--- src/rtl/add_sub_seq.sv ---
// Operand sequencer and result register around an external combinational add_sub datapath.
// One operation in flight at a time: accept, let add_sub settle for a cycle, then hold the result.
module add_sub_seq #(
    parameter int unsigned WIDTH = 4
) (
    input  logic             clk,
    input  logic             rst_n,
    input  logic             op_valid,
    output logic             op_ready,
    input  logic [WIDTH-1:0] op_a,
    input  logic [WIDTH-1:0] op_b,
    input  logic             op_sub,
    input  logic             op_acc,
    input  logic             acc_clr,
    output logic [WIDTH-1:0] add_a,
    output logic [WIDTH-1:0] add_b,
    output logic             add_cin,
    input  logic [WIDTH-1:0] add_res,
    input  logic             add_carry,
    output logic             res_valid,
    input  logic             res_ready,
    output logic [WIDTH-1:0] res_data,
    output logic             res_carry,
    output logic             res_ovf,
    output logic             res_zero,
    output logic [WIDTH-1:0] acc
);

    localparam logic [1:0] IDLE = 2'd0;
    localparam logic [1:0] EXEC = 2'd1;
    localparam logic [1:0] HOLD = 2'd2;

    logic [1:0]       state_q, state_d;
    logic [WIDTH-1:0] add_a_q, add_b_q;
    logic             add_cin_q;
    logic [WIDTH-1:0] res_data_q;
    logic             res_carry_q, res_ovf_q, res_zero_q;
    logic [WIDTH-1:0] acc_q;

    logic             accept;
    logic             capture;
    logic [WIDTH-1:0] b_eff;
    logic             ovf_calc;

    assign accept  = op_valid && (state_q == IDLE);
    assign capture = (state_q == EXEC);

    // Subtraction is A + ~B + 1, so overflow is judged against the inverted B.
    assign b_eff    = add_cin_q ? ~add_b_q : add_b_q;
    assign ovf_calc = (add_a_q[WIDTH-1] == b_eff[WIDTH-1]) &&
                      (add_res[WIDTH-1] != add_a_q[WIDTH-1]);

    always_comb begin
        state_d = state_q;
        case (state_q)
            IDLE:    if (op_valid) state_d = EXEC;
            EXEC:    state_d = HOLD;
            HOLD:    if (res_ready) state_d = IDLE;
            default: state_d = IDLE;
        endcase
    end

    always_ff @(posedge clk or negedge rst_n) begin
        if (!rst_n) begin
            state_q <= IDLE;
        end else begin
            state_q <= state_d;
        end
    end

    // Operand A samples the accumulator before any same-edge clear takes effect.
    always_ff @(posedge clk or negedge rst_n) begin
        if (!rst_n) begin
            add_a_q   <= '0;
            add_b_q   <= '0;
            add_cin_q <= 1'b0;
        end else if (accept) begin
            add_a_q   <= op_acc ? acc_q : op_a;
            add_b_q   <= op_b;
            add_cin_q <= op_sub;
        end
    end

    always_ff @(posedge clk or negedge rst_n) begin
        if (!rst_n) begin
            res_data_q  <= '0;
            res_carry_q <= 1'b0;
            res_ovf_q   <= 1'b0;
            res_zero_q  <= 1'b0;
        end else if (capture) begin
            res_data_q  <= add_res;
            res_carry_q <= add_carry;
            res_ovf_q   <= ovf_calc;
            res_zero_q  <= (add_res == '0);
        end
    end

    // Clear has priority over the capture update.
    always_ff @(posedge clk or negedge rst_n) begin
        if (!rst_n) begin
            acc_q <= '0;
        end else if (acc_clr) begin
            acc_q <= '0;
        end else if (capture) begin
            acc_q <= add_res;
        end
    end

    assign op_ready  = (state_q == IDLE);
    assign res_valid = (state_q == HOLD);
    assign add_a     = add_a_q;
    assign add_b     = add_b_q;
    assign add_cin   = add_cin_q;
    assign res_data  = res_data_q;
    assign res_carry = res_carry_q;
    assign res_ovf   = res_ovf_q;
    assign res_zero  = res_zero_q;
    assign acc       = acc_q;

endmodule
--- config.mk ---
export PLATFORM = sky130hd
export DESIGN_NAME = add_sub_seq
export DESIGN_NICKNAME = d
export VERILOG_FILES = /design/src/rtl/add_sub_seq.sv
export SDC_FILE = /design/constraint.sdc
export NUM_CORES = 1
export LEC_CHECK = 0
export ABC_AREA = 1
export CORE_ASPECT_RATIO = 1.1
export CORE_UTILIZATION = 44
export CTS_BUF_LIST = sky130_fd_sc_hd__clkbuf_16
export DETAILED_ROUTE_END_ITERATION = 8
export PLACE_DENSITY = 0.92
export SLEW_MARGIN = 20
export SYNTH_ARGS = -nofsm -noshare
export SYNTH_HDL_FRONTEND = slang
export SYNTH_SLANG_ARGS = --single-unit
export TNS_END_PERCENT = 1
--- constraint.sdc ---
create_clock -name clk -period 2.61 [get_ports clk]
set_input_delay 0.783 -clock clk [delete_from_list [all_inputs] [get_ports clk]]
set_output_delay 0.783 -clock clk [all_outputs]
set_load 0.03 [all_outputs]
==> results of run 1 <==
kinds of logic (layout without fill, tap and decap cells):
group,Yosys count,in the layout
AND/OR/NAND/NOR,62,62
flip-flops,22,22
buffers and inverters,14,58
AO/OA/AOI/OAI,12,12
final cells by class:
| type | count | area, um2 |
|---|---|---|
| clock buffer | 3 | 75.1 |
| multi-input combinational | 74 | 360 |
| sequential | 22 | 551 |
| fill | 161 | 573 |
| timing repair buffer | 42 | 418 |
| inverter | 12 | 47.5 |
| clock inverter | 1 | 3.75 |
| tap | 28 | 35.0 |
worst paths after layout:
kind | from | endpoint | slack, ns | cells past startpoint
setup / recovery | state_q[0]$_DFFE_PN0P_ | res_valid | 0.28 | 2
hold / removal | res_ovf$_DFFE_PN0N_ | res_ovf$_DFFE_PN0N_ | 0.49 | 2
setup reg to reg | state_q[1]$_DFFE_PN0P_ | acc[1]$_DFFE_PN0P_ | 1.41 | 5
hold reg to reg | res_ovf$_DFFE_PN0N_ | res_ovf$_DFFE_PN0N_ | 0.49 | 2
max in group asynchronous | rst_n | add_b[0]$_DFFE_PN0P_ | 1.51 | 2
min in group asynchronous | rst_n | res_data[1]$_DFFE_PN0N_ | 0.88 | 2
stage by stage:
step           util, %  cell area (um2)  setup slack [ns]
3_3_place_gp      68.4             1410             0.599
6_report          72.2             1490             0.283
3_5_place_dp      68.4             1410             0.550
4_1_cts           72.2             1490             0.277
5_1_grt           72.2             1490             0.244
2_1_floorplan        -              990             0.958
synth_stat cells (2+ instances only):
cell type                 instances  area share, %
sky130_fd_sc_hd__nand3_1          3            1.5
sky130_fd_sc_hd__dfrtp_1         22             56
sky130_fd_sc_hd__nand2_1         34             13
sky130_fd_sc_hd__nor2_1           6            2.3
sky130_fd_sc_hd__o21ai_2          2            1.8
sky130_fd_sc_hd__inv_1            9            3.4
sky130_fd_sc_hd__inv_2            2           0.76
sky130_fd_sc_hd__nand2_2         16             10
sky130_fd_sc_hd__a21oi_1          3            1.5
sky130_fd_sc_hd__o21ai_0          7            3.5
worst min-delay path, cell delays in order (launching register included):
cell and delay [ns]:
sky130_fd_sc_hd__dfrtp_1 0.34, sky130_fd_sc_hd__nand2_1 0.06, sky130_fd_sc_hd__nand2_1 0.06
per-layer routing:
layer | track usage [%] | part of all wire [%] | up-vias
met5 | 0 | 0 | -
met4 | 11.0 | 2.6 | 0
met3 | 9.03 | 8.2 | 8
met2 | 39.7 | 53 | 37
met1 | 25.5 | 36 | 420
li1 | - | - | 424
power breakdown:
part / switching (mW) / total [mW] / internal (mW)
registers: 0.0963 / 0.579 / 0.483
logic: 0.592 / 0.976 / 0.384
clock network: 0.114 / 0.318 / 0.204
total: 0.802 / 1.87 / 1.07
placed cells by master (no fill, tap or decap), drive strengths merged:
cell type,instances
a21oi,3
buf,1
clkbuf,3
clkdlybuf4s50,41
clkinv,1
dfrtp,22
inv,12
nand2,51
nand3,3
nor2,7
nor3,1
o21ai,9
sequential cells by signal (all words and copies together) (netlist names):
name / flops
add_cin: 1
add_a: 4
res_carry: 1
acc: 4
res_zero: 1
res_ovf: 1
add_b: 4
res_data: 4
state_q: 2
==> results, run 1 <==
- Overall power consumption after layout is estimated at 1.87 mW.
- The pin count of the biggest net entering global routing is 23.
- Counting the buffers created by CTS gives 3.
- The worst setup path is captured at a primary output.
- The area growth from synthesis to layout is 50.6%.
- Counting flops with a built-in enable in the synthesized netlist gives 0.
- Setup repair after global routing left no endpoint under its margin.
- Adding up every negative setup slack in the final design gives 0 ns.
- Of the total synthesized cell area, the portion taken by AND, OR, NAND and NOR gates is 29.6%.
- For this configuration, the core starts out at a cell density of 48.0%.
- The depth of the CTS H-tree is 1.
- The number of vias in the routed layout is 889.
- Routability-driven placement finished with a final weighted congestion of 0.690.
- The combined area of all synthesized cells is 990 um2.
- The synthesized netlist devotes 6.83% of its cell area to compound gates.
- The post-synthesis async set-or-reset flop share is 100%.
- The insertion delay to the later sink of the worst-skew pair is 0.25 ns.
- The final hold violation count is 0.
- The critical path class is reg -> out.
- After synthesis, the largest family of logic cells by area is simple AND/OR/NAND/NOR gates.
- The most common flop cell mapped by yosys is sky130_fd_sc_hd__dfrtp_1.
- The final hold slack is 0.488 ns.
- At the pin with the least slew margin, the transition time is 0.335 ns.
- The die is 51.7 um tall.
- The mean post-synth cell area is 9.00 um2.
- The first routing iteration left 19 violations.
- The worst setup path is launched from a flip-flop.
- The count of nets left with antenna violations after detail routing is 0.
- The number of sinks on the clock net is 22.
- The count of maximum capacitance violations is 0.
- The total of warnings raised by yosys is 0.
- The number of ports placed on the die boundary is 42.
- The number of setup violations in the final report is 0.
- The number of buffers and inverters on the critical path is 1.
- The placeable core region is 2060 um2.
- The clock passes through at most 2 buffers.
- The floorplan die area is 2440 um2.
- The via count of the first global-routing pass was 942.
- The count of buffers added on input and output ports is 41.
- STA puts the critical path data required time at 1.83 ns.
- The floorplan has 17 rows.
- The post-synthesis sequential area ratio is 55.6%.
- The number of nets handed over by synthesis was 130.
- The DRC violation count after routing is 0.
- The signal on the critical path passes through nor2_1 > clkdlybuf4s50_1.
- The overall fraction of global-route tracks in use is 23.8%.
- For this block, the routed nets add up to 2.38 mm of wire.
- The repair_antennas step left the layout with diodes totalling 0.
- For this run, the detailed router's first-pass iteration total came to 4.
- Across the VDD grid, the largest voltage drop is 0.804 mV.
- Summed over all layers, the global routing overflow is 0.
- The run finished with clean final reports.
- On the final layout, the worst clock skew is 0.00210 ns.
- The share of post-route cells with drive strength above 1 is 17.5%.
- Of the available clock period, the critical path in the final layout requires 89.2%.
- The number of library cell types mapped by synthesis is 16.
- The worst endpoint data arrival time is 1.54 ns.
- Clock-pin slew was measured on the worst setup and hold paths at 0.06 ns.
- The CTS tree is yes.
- The kind of cell adding the most delay to the critical path is buffers and inverters.
- The mux share of post-synthesis cell area is 0%.
- The stage delay of the slowest cell on the critical path is 0.70 ns.
- In this run the power density over the cells is 1260 nW/um2.
- For this design, the CTS-stage hold fixing added 0 buffers.
- Once the clock tree was built, the setup fixing pass inserted 0 buffers.
- For this design the static power due to leakage is 0.707 nW.
- After technology mapping, the gate count stands at 110.
- The arithmetic-cell share of the synthesized area counting full adders, half adders and majority gates is 0%.
- For this run, the post-layout net count is 175.
- From left edge to right edge, the die measures 47.2 um.
- After detailed routing, the number of vias per cell comes to 4.88.
- The final max-slew violation count was 0.
- The library cell contributing the largest single delay on the critical path is sky130_fd_sc_hd__clkdlybuf4s50_1.
- Of all nets on the critical path, the largest fanout is 3.
- After synthesis the netlist holds a flip-flop and latch count of 22.
- Once the clock tree was built, the resizer swapped 0 gates to a different size.
- The buffer type at the clock tree root is sky130_fd_sc_hd__clkbuf_16.
- Summing the areas of all xor and xnor instances in the mapped netlist gives 0% of the synthesized area.
- Detailed placement finished with a half-perimeter wire length of 1.64 mm.
- The final cell count without fillers is 182.
- After detailed placement, the design holds a cell count of 178.
- The first global-routing pass estimated 4.02 mm of wire.
- The mean routed wirelength per cell is 13.1 um.
- The relative max-transition margin is 77.6%.
- Timing would allow up to 0.430 GHz.
- The initial antenna violation count is 0.
- The worst path in the final design needs a cycle of 2.33 ns, including I/O delays and setup.
- The tightest min-delay check is of the reg -> reg type.
Note: power is estimated with default switching activity, not from simulation.
==> run 2: changes to the inputs <==
--- a/config.mk
+++ b/config.mk
@@ -6,11 +6,14 @@
 export NUM_CORES = 1
 export LEC_CHECK = 0
 export ABC_AREA = 1
+export CELL_PAD_IN_SITES_DETAIL_PLACEMENT = 0
+export CELL_PAD_IN_SITES_GLOBAL_PLACEMENT = 1
 export CORE_ASPECT_RATIO = 1.1
-export CORE_UTILIZATION = 44
+export CORE_UTILIZATION = 46
 export CTS_BUF_LIST = sky130_fd_sc_hd__clkbuf_16
 export DETAILED_ROUTE_END_ITERATION = 8
-export PLACE_DENSITY = 0.92
+export DONT_BUFFER_PORTS = 1
+export PLACE_DENSITY = 0.89
 export SLEW_MARGIN = 20
 export SYNTH_ARGS = -nofsm -noshare
 export SYNTH_HDL_FRONTEND = slang
==> results, run 2 (synthesis results as in run 1) <==
- The number of port buffers came to 0 (was 41).
- The first-iteration detailed-routing DRC count is 10 (was 19).
- The via count of the first global-routing pass is 678 (was 942).
- The buffers inserted during post-CTS setup optimization is 0 (unchanged).
- The placed wire-length estimate came to 1.38 mm (was 1.64 mm).
- The number of vias in the routed layout came to 684 (was 889).
- The number of clock buffers inserted by TritonCTS is 3 (unchanged).
- The final worst clock skew is 0.00516 ns (was 0.00210 ns).
- The starting density of the core came to 49.0% (was 48.0%).
- Unrepaired setup endpoints after global routing: false (unchanged).
- The floorplan die area came to 2340 um2 (was 2440 um2).
- The total of hold buffers inserted after clock tree synthesis is 0 (unchanged).
- The number of nets in the layout came to 133 (was 175).
- The final routed wirelength across all metal layers is 1.79 mm (was 2.38 mm).
- The sum of overflow across all layers after global routing is 0 (unchanged).
- The worst endpoint data arrival time came to 1.17 ns (was 1.54 ns).
- The quantity of gates resized following cts was 0 (unchanged).
- The placeable core region is 2020 um2 (was 2060 um2).
- The type of the worst min-delay path is in -> async (was reg -> reg).
- The largest driver fanout on the critical path is 3 (unchanged).
- The count of nets left with antenna violations after detail routing came to 0 (unchanged).
- The buffer type at the clock tree root is sky130_fd_sc_hd__clkbuf_16 (unchanged).
- Worst-path cell chain: nor2_1 (was nor2_1 > clkdlybuf4s50_1).
- The total inserted antenna cells came to 0 (unchanged).
- The number of setup violations in the final report came to 0 (unchanged).
- The pin count of the biggest net entering global routing came to 23 (unchanged).
- The number of sinks on the clock net is 22 (unchanged).
- The initial antenna violation count is 0 (unchanged).
- The final max-slew violation count came to 0 (unchanged).
- The number of detailed-route iterations in the first pass is 4 (unchanged).
- The critical path class is reg -> out (unchanged).
- The post-route setup TNS was 0 ns (unchanged).
- The total leakage power was 0.547 nW (was 0.707 nW).
- The count of maximum capacitance violations is 0 (unchanged).
- The portion of total power attributed to combinational logic is 24.5% (was 52.1%).
- The sequential fraction of design power is 55.4% (was 30.9%).
- The kind of end point of the critical path is a primary output (unchanged).
- The library cell contributing the largest single delay on the critical path was sky130_fd_sc_hd__nor2_1 (was sky130_fd_sc_hd__clkdlybuf4s50_1).
- The transition time at the pin with the least slew margin is 0.591 ns (was 0.335 ns).
- The CTS tree is yes (unchanged).
- The cell area after layout is 1070 um2 (was 1490 um2).
- The final period utilization was 74.7% (was 89.2%).
- The layout-stage area growth over the synthesis result is 8.34% (was 50.6%).
- The most common cell after layout, fill and taps aside was sky130_fd_sc_hd__nand2_1 (was sky130_fd_sc_hd__clkdlybuf4s50_1).
- The share of the core filled with cells was 53.1% (was 72.2%).
- The number of buffers between clock root and the deepest sink is 2 (unchanged).
- The maximum ir drop on the vdd rail is 0.778 mV (was 0.804 mV).
- The required arrival time at the worst endpoint is 1.83 ns (about the same).
- Most used cells in the layout excluding fill and tap cells: sky130_fd_sc_hd__nand2_1 (34), sky130_fd_sc_hd__dfrtp_1 (22), sky130_fd_sc_hd__nand2_2 (16) (was sky130_fd_sc_hd__clkdlybuf4s50_1 (41), sky130_fd_sc_hd__nand2_1 (34), sky130_fd_sc_hd__dfrtp_1 (22)).
- The wire length of the first global-routing pass was 2.94 mm (was 4.02 mm).
- The overall fraction of global-route tracks in use is 17.8% (was 23.8%).
- The register clock-pin slew on the reported worst setup and hold paths is 0.06 ns (about the same).
- The final hold violation count is 0 (unchanged).
- Outcome: finished, final reports clean (unchanged).
- The instance area after placement is 993 um2 (was 1410 um2).
- The DRC violation count after routing is 0 (unchanged).
- The relative max-transition margin is 60.5% (was 77.6%).
- The count of standard-cell rows is 17 (unchanged).
- The mean routed wirelength per cell is 12.8 um (was 13.1 um).
- The maximum clock frequency was 0.513 GHz (was 0.430 GHz).
- The stage delay of the slowest cell on the critical path is 0.49 ns (was 0.70 ns).
- The switching share of total power is 47.3% (was 42.8%).
- The worst reg2reg path startpoint is state_q[0]$_DFFE_PN0P_ (was state_q[1]$_DFFE_PN0P_).
- The part of the power in the clock network is 20.1% (was 17.0%).
- The placer congestion estimate is 0.695 (was 0.690).
- The clock period minus final worst setup slack is 1.95 ns (was 2.33 ns).
- The internal power is 0.807 mW (was 1.07 mW).
- The number of buffers and inverters on the critical path is 0 (was 1).
- The chip width is 46.2 um (was 47.2 um).
- The power density relative to cell area is 1430 nW/um2 (was 1260 nW/um2).
- The origin of the worst setup path is state_q[0]$_DFFE_PN0P_ (unchanged).
- The share of post-route cells with drive strength above 1 is 23.2% (was 17.5%).
- The insertion delay to the later sink of the worst-skew pair is 0.25 ns (about the same).
- The power spent charging and discharging nets was 0.725 mW (was 0.802 mW).
- The number of vias per cell after detailed routing is 4.89 (was 4.88).
- The height of the die is 50.7 um (was 51.7 um).
- The number of ports placed on the die boundary is 42 (unchanged).
- The kind of start point of the critical path is a flip-flop (unchanged).
- The kind of cell adding the most delay to the critical path is simple AND/OR/NAND/NOR gates (was buffers and inverters).
- The depth of the CTS H-tree came to 1 (unchanged).
-- run 2: path summary, 6_finish.rpt --
| check | slack [ns] | depth (start not counted) | endpoint |
|---|---|---|---|
| worst max-delay path | 0.66 | 1 | res_valid |
| worst max register to register | 1.31 | 3 | state_q[1]$_DFFE_PN0P_ |
| worst min-delay path | 0.23 | 0 | res_data[1]$_DFFE_PN0N_ |
| min in group clk | 0.59 | 1 | acc[0]$_DFFE_PN0P_ |
| worst min register to register | 0.69 | 2 | res_data[1]$_DFFE_PN0N_ |
| max in group asynchronous | 2.31 | 0 | add_a[1]$_DFFE_PN0P_ |
-- run 2: power groups by stage --
| stage | Clock, mW | Combinational (mW) | Sequential, mW |
|---|---|---|---|
| 2_1_floorplan | 0 | 0.359 | 0.830 |
| 3_3_place_gp | 0 | 0.365 | 0.852 |
| 3_5_place_dp | 0 | 0.380 | 0.856 |
| 4_1_cts | 0.315 | 0.383 | 0.851 |
| 5_1_grt | 0.333 | 0.443 | 0.870 |
| 6_report | 0.308 | 0.376 | 0.848 |
-- run 2: final cells by class --
cell class                      count  area (um2)
Fill cell                         204         948
Clock inverter                      1        3.75
Sequential cell                    22         551
Clock buffer                        3        75.1
Multi-Input combinational cell     74         360
Tap cell                           28        35.0
Inverter                           12        47.5
-- run 2: per-stage QoR --
step	hold WS, ns	instances	setup slack, ns	power [mW]
3_3_place_gp	0.488	136	0.943	1.22
5_1_grt	0.215	140	0.619	1.65
2_1_floorplan	0.487	110	0.958	1.19
6_report	0.228	140	0.660	1.53
4_1_cts	0.225	140	0.655	1.55
3_5_place_dp	0.488	136	0.926	1.24
-- run 2: layer usage --
layer  vias up  track usage (%)  routed length, um
met1       319             21.4                702
met3         2             5.76                137
met2        24             28.4                938
met5         -                0                  0
li1        339                -                  -
met4         0             7.35                 14
==> run 3: changes to the inputs <==
--- a/config.mk
+++ b/config.mk
@@ -9,11 +9,11 @@
 export CELL_PAD_IN_SITES_DETAIL_PLACEMENT = 0
 export CELL_PAD_IN_SITES_GLOBAL_PLACEMENT = 1
 export CORE_ASPECT_RATIO = 1.1
-export CORE_UTILIZATION = 46
+export CORE_UTILIZATION = 43
 export CTS_BUF_LIST = sky130_fd_sc_hd__clkbuf_16
 export DETAILED_ROUTE_END_ITERATION = 8
 export DONT_BUFFER_PORTS = 1
-export PLACE_DENSITY = 0.89
+export PLACE_DENSITY = 0.84
 export SLEW_MARGIN = 20
 export SYNTH_ARGS = -nofsm -noshare
 export SYNTH_HDL_FRONTEND = slang
==> constraint.sdc (replaced) <==
create_clock -name clk -period 2 [get_ports clk]
set_input_delay 0.6 -clock clk [delete_from_list [all_inputs] [get_ports clk]]
set_output_delay 0.6 -clock clk [all_outputs]
set_load 0.03 [all_outputs]
==> results, run 3 (synthesis results as in run 1) <==
- The count of standard-cell rows is 17 (unchanged).
- The starting density of the core is 47.5% (was 49.0%).
- The number of detailed-route iterations in the first pass is 3 (was 4).
- The required arrival time at the worst endpoint was 1.40 ns (was 1.83 ns).
- The sum of overflow across all layers after global routing is 0 (unchanged).
- The placed wire-length estimate is 1.45 mm (was 1.38 mm).
- The initial antenna violation count is 0 (unchanged).
- Timing would allow up to 0.641 GHz.
- The clock period minus final worst setup slack is 1.56 ns.
- The number of clock buffers inserted by TritonCTS is 3 (unchanged).
- The worst-case setup slack after placement is 0.705 ns (was 0.926 ns).
- The largest driver fanout on the critical path is 2 (was 3).
- The number of sinks on the clock net is 22 (unchanged).
- The total leakage power is 0.551 nW (was 0.547 nW).
- The kind of start point of the critical path is a flip-flop (unchanged).
- The transition time at the pin with the least slew margin is 0.370 ns (was 0.591 ns).
- Most used cells in the layout excluding fill and tap cells: sky130_fd_sc_hd__nand2_1 (34), sky130_fd_sc_hd__dfrtp_1 (22), sky130_fd_sc_hd__nand2_2 (16) (unchanged).
- The relative max-transition margin is 75.3% (was 60.5%).
- The final worst clock skew is 0.00217 ns (was 0.00516 ns).
- The critical path class is reg -> out (unchanged).
- The final routed wirelength across all metal layers was 1.89 mm (was 1.79 mm).
- Outcome: finished, final reports clean (unchanged).
- The DRC violation count after routing is 0 (unchanged).
- The number of vias in the routed layout is 671 (was 684).
- Unrepaired setup endpoints after global routing: false (unchanged).
- The wire length of the first global-routing pass was 2.86 mm (was 2.94 mm).
- The buffers inserted during post-CTS setup optimization is 0 (unchanged).
- The post-route setup TNS came to 0 ns (unchanged).
- The final hold violation count is 0 (unchanged).
- The number of buffers between clock root and the deepest sink was 2 (unchanged).
- The first-iteration detailed-routing DRC count came to 5 (was 10).
- The mean routed wirelength per cell is 13.5 um (was 12.8 um).
- The placer congestion estimate is 0.691 (was 0.695).
- The number of setup violations in the final report is 0 (unchanged).
- The type of the worst min-delay path is in -> async (unchanged).
- The number of vias per cell after detailed routing was 4.79 (was 4.89).
- The placeable core region is 2080 um2 (was 2020 um2).
- The worst reg2reg path startpoint is state_q[1]$_DFFE_PN0P_ (was state_q[0]$_DFFE_PN0P_).
- The buffer type at the clock tree root is sky130_fd_sc_hd__clkbuf_16 (unchanged).
- The pin count of the biggest net entering global routing is 23 (unchanged).
- The maximum ir drop on the vdd rail is 0.823 mV (was 0.778 mV).
- The endpoint of the lowest-slack register-to-register path was add_cin$_DFFE_PN0P_ (was state_q[1]$_DFFE_PN0P_).
- The number of port buffers is 0 (unchanged).
- The number of ports placed on the die boundary was 42 (unchanged).
- The total inserted antenna cells came to 0 (unchanged).
- The layout-stage area growth over the synthesis result is 8.72% (was 8.34%).
- The number of nets in the layout was 134 (was 133).
- The register clock-pin slew on the reported worst setup and hold paths was 0.05 ns (was 0.06 ns).
- The final max-slew violation count is 0 (unchanged).
- The smallest setup slack after layout is 0.441 ns (was 0.660 ns).
- The count of maximum capacitance violations is 0 (unchanged).
- The worst endpoint data arrival time is 0.96 ns (was 1.17 ns).
- The CTS tree is yes (unchanged).
- The height of the die was 52.3 um (was 50.7 um).
- The worst setup slack for register-to-register paths is 0.78 ns (was 1.31 ns).
- The final period utilization is 78.0%.
- The total design power is 2.01 mW (was 1.53 mW).
- The count of nets left with antenna violations after detail routing is 0 (unchanged).
- The overall fraction of global-route tracks in use is 16.8% (was 17.8%).
- The power density relative to cell area is 1870 nW/um2 (was 1430 nW/um2).
- The depth of the CTS H-tree is 1 (unchanged).
- The insertion delay to the later sink of the worst-skew pair was 0.25 ns (about the same).
- The total of hold buffers inserted after clock tree synthesis is 0 (unchanged).
- The kind of end point of the critical path is a primary output (unchanged).
- The floorplan die area is 2500 um2 (was 2340 um2).
- The via count of the first global-routing pass is 667 (was 678).
- The chip width is 47.7 um (was 46.2 um).
- The length in cells of the worst reg-to-reg path is 5 (was 3).
- The most common cell after layout, fill and taps aside is sky130_fd_sc_hd__nand2_1 (unchanged).
- The share of post-route cells with drive strength above 1 is 24.1% (was 23.2%).
- The quantity of gates resized following cts is 0 (unchanged).
-- run 3: cell types whose count changed in the layout (fill, tap and decap cells not counted) --
cell                       change
sky130_fd_sc_hd__buf_4         +1
sky130_fd_sc_hd__clkinv_1      -1
-- run 3: area by class of cell --
| class | instances | area, um2 |
|---|---|---|
| well taps | 28 | 35.0 |
| clock buffers | 3 | 75.1 |
| inverters | 12 | 47.5 |
| flip-flops and latches | 22 | 551 |
| repair buffers | 1 | 7.51 |
| multi-input cells | 74 | 360 |
| fillers | 218 | 1010 |
-- run 3: worst max-delay path by stage --
stage	from	to	slack (ns)	cells past startpoint
after floorplan	state_q[0]$_DFFE_PN0P_	res_valid	0.53	1
after global routing	state_q[1]$_DFFE_PN0P_	res_valid	0.37	3
after CTS	state_q[1]$_DFFE_PN0P_	res_valid	0.44	3
after global placement	state_q[0]$_DFFE_PN0P_	res_valid	0.72	2
final	state_q[1]$_DFFE_PN0P_	res_valid	0.44	3
after detailed placement	state_q[1]$_DFFE_PN0P_	res_valid	0.70	3
-- run 3: routing by layer --
layer  wire, um  vias to the layer above  GRT usage [%]
li1           -                      341              -
met1        760                      308           19.3
met2        964                       20           26.6
met3        151                        2           7.24
met4         14                        0           6.94
met5          0                        -              0
-- run 3: report_power, final --
group	leakage, nW	switching (mW)	internal (mW)
registers	0.280	0.490	0.625
clock network	0.0370	0.133	0.263
logic	0.234	0.329	0.173
total	0.551	0.952	1.06
-- run 3: stage by stage --
stage / cells / utilization, % / hold slack [ns] / cell area, um2
floorplan: 110 / - / 0.304 / 990
global placement: 137 / 48.0 / 0.305 / 1000
detailed placement: 137 / 48.0 / 0.305 / 1000
CTS: 140 / 51.6 / 0.0407 / 1080
global route: 140 / 51.6 / 0.0329 / 1080
finish: 140 / 51.6 / 0.0450 / 1080
-- run 3: worst max-delay path, stage by stage, from the launching register on --
cell and delay (ns):
sky130_fd_sc_hd__dfrtp_1 0.41, sky130_fd_sc_hd__inv_2 0.06, sky130_fd_sc_hd__nor2_1 0.08, sky130_fd_sc_hd__buf_4 0.17
==> RTL change 1 (settings of run 1) <==
The parameter `WIDTH` goes from 4 to 3.
--- a/src/rtl/add_sub_seq.sv
+++ b/src/rtl/add_sub_seq.sv
@@ -1,7 +1,7 @@
 // Operand sequencer and result register around an external combinational add_sub datapath.
 // One operation in flight at a time: accept, let add_sub settle for a cycle, then hold the result.
 module add_sub_seq #(
-    parameter int unsigned WIDTH = 4
+    parameter int unsigned WIDTH = 3
 ) (
     input  logic             clk,
     input  logic             rst_n,
Interface: changed (7 resized); port bits go from 42 to 35. The function was not compared with the original's and may differ.
==> RTL change 1 against run 1 <==
- clock power is 6% lower
- routed wire length is 14% lower
- largest power group unchanged
- core utilization is 3.0 points higher
- worst setup slack worse by 0.015 ns
- die area is 19% lower
- critical path depth is 1 higher
- sequential cell count is 4 lower
- combinational power is 18% lower
- synthesized area is 20% lower
- sequential power is 17% lower
- power is 16% lower
- clock skew hardly changed
- final area is 18% lower
==> RTL change 1: results (changes against run 1) <==
| Metric | Reported | Change |
|:---|:---|:---|
| Clock transition time at the flip-flop clock pins of the worst setup and hold paths | 0.05 ns |  |
| Reg-to-reg critical path endpoint | acc[0] |  |
| Worst IR drop on VDD | 0.7512 mV | -6.6% |
| Maximum number of pins on one net before global-route repair | 19 | -17% |
| Wire length of the first global-routing pass | 3284 µm | -18% |
| Hold EP | res_carry |  |
| Initial drt markers | 11 | -8 |
| Worst reg-to-reg setup slack | 1.40 ns |  |
| CP peak stage delay | 0.69 ns |  |
| Share of final-layout standard cells stronger than drive strength 1 | 8.527% | -9.0 points |
| H-tree level count | 1 | unchanged |
| Insertion delay of the later-clocked pin in the worst-skew pair | 0.24 ns |  |
| TritonCTS Buffers | 3 | unchanged |
| Detailed Place HPWL | 1413 µm | -14% |
| Met3 track demand over resource | 3.529% | -5.5 points |
| Largest cells by area after synthesis | sky130_fd_sc_hd__dfrtp_1, sky130_fd_sc_hd__nand2_1, sky130_fd_sc_hd__inv_1, sky130_fd_sc_hd__o21ai_0, sky130_fd_sc_hd__buf_6 |  |
| Number of distinct library cells after synthesis | 14 | -2 |
| Critical path's top delay family | buffers and inverters |  |
| Synth top cells by count | sky130_fd_sc_hd__nand2_1, sky130_fd_sc_hd__dfrtp_1, sky130_fd_sc_hd__inv_1, sky130_fd_sc_hd__o21ai_0, sky130_fd_sc_hd__a21oi_1 |  |
| Least-Margin Pin Slew | 0.3350 ns | -0.0004317 ns |
| Library cell used as clock root buffer | sky130_fd_sc_hd__clkbuf_16 |  |
| Initial antenna violation count | 0 | unchanged |
| Total global-route track usage | 22.97% | -0.79 points |
| Average wire per standard cell | 14.05 µm | +7.4% |
| Worst min path class | reg -> reg |  |
| Startpoint of the tightest hold check path | res_carry |  |
| Worst Hold Depth | 2 | unchanged |
| Register area share after synthesis | 57.05% | +1.4 points |
| Post-synth ARST share | 100.0% | unchanged |
| Outcome | completed |  |
| Number of nets in the synthesized netlist | 109 | -16% |
| Count of warnings emitted by yosys | 0 | unchanged |
| Skew final | 0.002344 ns | +0.0002455 ns |
| Post-DR vias/cell | 4.979 | +1.9% |
| Global-route met1 utilization | 26.91% | +1.4 points |
| Number of global-route vias before repair | 750 | -20% |
| Number of gates given a new drive strength after cts | 0 | unchanged |
| Post-route setup TNS | 0 ns | unchanged |
| Router iterations before antenna repair | 4 | unchanged |
| Count of input and output buffers | 34 | -17% |
| Start point of the critical path | state_q[1] |  |
| Number of nets in the finished design | 147 | -16% |
| Total setup buffers inserted after CTS | 0 | unchanged |
| Count of cells along the worst register-to-register path | 5 | unchanged |
| CTS max path bufs | 2 | unchanged |
| Static Leakage | 0.5968 nW | -16% |
| Data arrival time of the critical path | 1.56 ns | +0.02 ns |
| Count of fill cells added during filler insertion | 114 | -29% |
| Crit path max-delay cell type | sky130_fd_sc_hd__clkdlybuf4s50_1 |  |
| GP Congestion | 0.8065 | +17% |
| Global-route track usage on met2 | 40.31% | +0.58 points |
| Peak fanout along the critical path | 2 | -1 |
| Count of mapped cells out of synthesis | 92 | -16% |
-- RTL change 1: changes by cell type after synthesis, moves of 2 or more --
cell                             run 1  this run
sky130_fd_sc_hd__nand2_1            34        42
sky130_fd_sc_hd__nand2_2            16         2
sky130_fd_sc_hd__o21ai_0             7         5
sky130_fd_sc_hd__nor2_1              6         2
sky130_fd_sc_hd__dfrtp_1            22        18
sky130_fd_sc_hd__inv_2               2         0
-- RTL change 1: area by class of cell --
type / count / area, µm² / area share, %
flip-flops and latches: 18 / 450.4 / 37.08
repair buffers: 35 / 347.8 / 28.63
multi-input cells: 61 / 272.8 / 22.45
clock buffers: 3 / 75.07 / 6.179
inverters: 11 / 43.79 / 3.605
well taps: 17 / 21.27 / 1.751
clock inverters: 1 / 3.754 / 0.3090
-- RTL change 1: worst min-delay path, stage by stage, from the launching register on --
cell and delay [ns]:
sky130_fd_sc_hd__dfrtp_1 0.34, sky130_fd_sc_hd__nand2_1 0.05, sky130_fd_sc_hd__nand2_1 0.06
-- RTL change 1: report_power, final --
part	leakage (nW)	total, mW	switching [mW]	internal (mW)
Combinational	0.328	0.799	0.486	0.313
Clock	0.0385	0.299	0.0956	0.203
Sequential	0.230	0.482	0.0850	0.397
-- RTL change 1: how the worst max path moves through the flow --
stage          slack (ns)         to
2_1_floorplan        0.96  res_valid
3_3_place_gp         0.60  res_valid
3_5_place_dp         0.54  res_valid
4_1_cts              0.27  res_valid
5_1_grt              0.20  res_valid
6_report             0.27  res_valid
-- RTL change 1: logic make-up (layout without fill, tap and decap cells) --
kind of cell / after synthesis / after routing / share of synthesized area [%]
buffers and inverters: 13 / 50 / 8.400
DFF: 18 / 18 / 57.05
AOI/OAI and AO/OA: 11 / 11 / 7.923
and+or+nand+nor: 50 / 50 / 26.62
-- RTL change 1: stage by stage --
stage	util (%)	instances	hold slack, ns	setup WS (ns)	instance area [µm²]
floorplan	-	92	0.4874	0.9552	789.5
global placement	70.39	142	0.4631	0.5996	1136
detailed placement	70.39	142	0.4691	0.5447	1136
CTS	75.27	146	0.4828	0.2655	1215
global route	75.27	146	0.5213	0.2032	1215
finish	75.27	146	0.4770	0.2679	1215
-- RTL change 1: routing by layer --
layer  share of wire [%]  vias to the layer above
li1                    -                      354
met1                  41                      336
met2                  52                       29
met3                 3.8                        8
met4                 3.5                        0
met5                   0                        -
==> RTL change 2 (settings of run 1) <==
Made on the original files. Register the output `res_ovf` once more, without a reset; this adds one clock of latency there. The other outputs are not delayed to match.
--- a/src/rtl/add_sub_seq.sv
+++ b/src/rtl/add_sub_seq.sv
@@ -113,7 +113,9 @@
     assign add_cin   = add_cin_q;
     assign res_data  = res_data_q;
     assign res_carry = res_carry_q;
-    assign res_ovf   = res_ovf_q;
+    always_ff @(posedge clk) begin
+        res_ovf <= res_ovf_q;
+    end
     assign res_zero  = res_zero_q;
     assign acc       = acc_q;
 
Behaviour: not the same (Yosys sat finds a counterexample within 4 cycles, from zero or initial values and one cycle with rst_n low).
==> RTL change 2 against run 1 <==
- final area increased by 1.4%
- routed wire length increased by 7.9%
- sequential power increased by 5.2%
- first-iteration DRC count increased by 16%
- clock skew increased by 0.0020 ns
- sequential cell count increased by 1
- core utilization increased by 0.28 points
- synthesized area increased by 2.0%
- worst setup slack got worse by 0.040 ns
- power increased by 2.7%
- critical path type unchanged
- largest cell class unchanged
- largest power group unchanged
==> RTL change 2: results (changes against run 1) <==
| Metric | Reported | Change |
|:---|:---|:---|
| Upper clock frequency limit | 422.5 MHz | -1.7% |
| Register area share after synthesis | 56.51% | +0.88 points |
| Total global-route track usage | 24.53% | +0.77 points |
| Total setup buffers inserted after CTS | 0 | unchanged |
| Initial antenna violation count | 0 | unchanged |
| Detailed-route wire length | 2569 µm | +7.9% |
| Final antenna diode count | 0 | unchanged |
| Router iterations before antenna repair | 4 | unchanged |
| Worst IR drop on VDD | 0.6765 mV | -16% |
| Global-route track usage on met2 | 42.01% | +2.3 points |
| Initial drt markers | 22 | +3 |
| Number of global-route vias before repair | 916 | -2.8% |
| GP Congestion | 0.7554 | +9.5% |
| Detailed Place HPWL | 1759 µm | +7.0% |
| Setup slack at placement | 0.5114 ns | -0.03891 ns |
| Data arrival time of the critical path | 1.58 ns | +0.04 ns |
| Skew final | 0.004116 ns | +0.002018 ns |
| Number of nets in the finished design | 176 | +0.57% |
| Worst Hold Depth | 0 | -2 |
| Top-area cell type share of the netlist area | 54.52% | -1.1 points |
| Number of nets in the synthesized netlist | 131 | +0.77% |
| Post-DR vias/cell | 4.874 | -0.21% |
| Worst reg-to-reg setup slack | 1.39 ns | -0.02 ns |
| Static Leakage | 0.7181 nW | +1.5% |
| Wire length of the first global-routing pass | 4140 µm | +3.1% |
| Met3 WL post-DR | 83 µm | -58% |
| Share of final-layout standard cells stronger than drive strength 1 | 18.06% | +0.53 points |
| Reg-to-reg critical path endpoint | res_zero |  |
| Outcome | completed |  |
| Length of routed met2 wiring | 1392 µm | +10% |
| Met1 layer wirelength in the final routing | 987 µm | +15% |
| Global-route met1 utilization | 28.15% | +2.6 points |
| Hold EP | res_ovf |  |
| Largest cells by area after synthesis | sky130_fd_sc_hd__dfrtp_1, sky130_fd_sc_hd__nand2_1, sky130_fd_sc_hd__nand2_2, sky130_fd_sc_hd__o21ai_0, sky130_fd_sc_hd__inv_1 |  |
| Maximum number of pins on one net before global-route repair | 23 | unchanged |
| Met3 track demand over resource | 3.448% | -5.6 points |
| Post-synth ARST share | 95.65% | -4.3 points |
| Max-slew headroom at the worst pin | 78.02% | +0.46 points |
==> RTL change 2: final cells by class <==
| type | count | area (µm²) | share of cell area, % |
|---|---|---|---|
| Clock buffer | 3 | 75.07 | 4.967 |
| Clock inverter | 1 | 5.005 | 0.3311 |
| Inverter | 12 | 47.55 | 3.146 |
| Multi-Input combinational cell | 74 | 360.3 | 23.84 |
| Sequential cell | 23 | 570.5 | 37.75 |
| Tap cell | 28 | 35.03 | 2.318 |
| Timing Repair Buffer | 42 | 417.9 | 27.65 |
==> RTL change 2: worst max-delay path, stage by stage, from the launching register on <==
cell	delay [ns]
sky130_fd_sc_hd__dfrtp_1	0.43
sky130_fd_sc_hd__nor2_1	0.19
sky130_fd_sc_hd__clkdlybuf4s50_1	0.71
==> RTL change 2: logic make-up (layout without fill, tap and decap cells) <==
| logic type | count (synthesis) | count (layout) | share of synthesized area, % |
|---|---|---|---|
| flip-flops | 23 | 23 | 56.51 |
| AND/OR/NAND/NOR | 62 | 62 | 29.00 |
| AO/OA/AOI/OAI | 12 | 12 | 6.691 |
| buffers and inverters | 14 | 58 | 7.807 |
==> RTL change 2: where the power goes <==
| group | switching, mW | internal [mW] | total, mW | leakage [nW] |
|---|---|---|---|---|
| sequential | 0.104 | 0.505 | 0.609 | 0.288 |
| clock | 0.126 | 0.206 | 0.332 | 0.0409 |
| combinational | 0.599 | 0.385 | 0.983 | 0.389 |
==> RTL change 2: through the flow <==
stage          instances  hold WS (ns)  instance area, µm²
6_report             183        0.3785                1511
5_1_grt              183        0.3962                1511
4_1_cts              183        0.3757                1511
3_5_place_dp         179        0.3618                1431
3_3_place_gp         179        0.3567                1431
2_1_floorplan        111        0.3475                1010
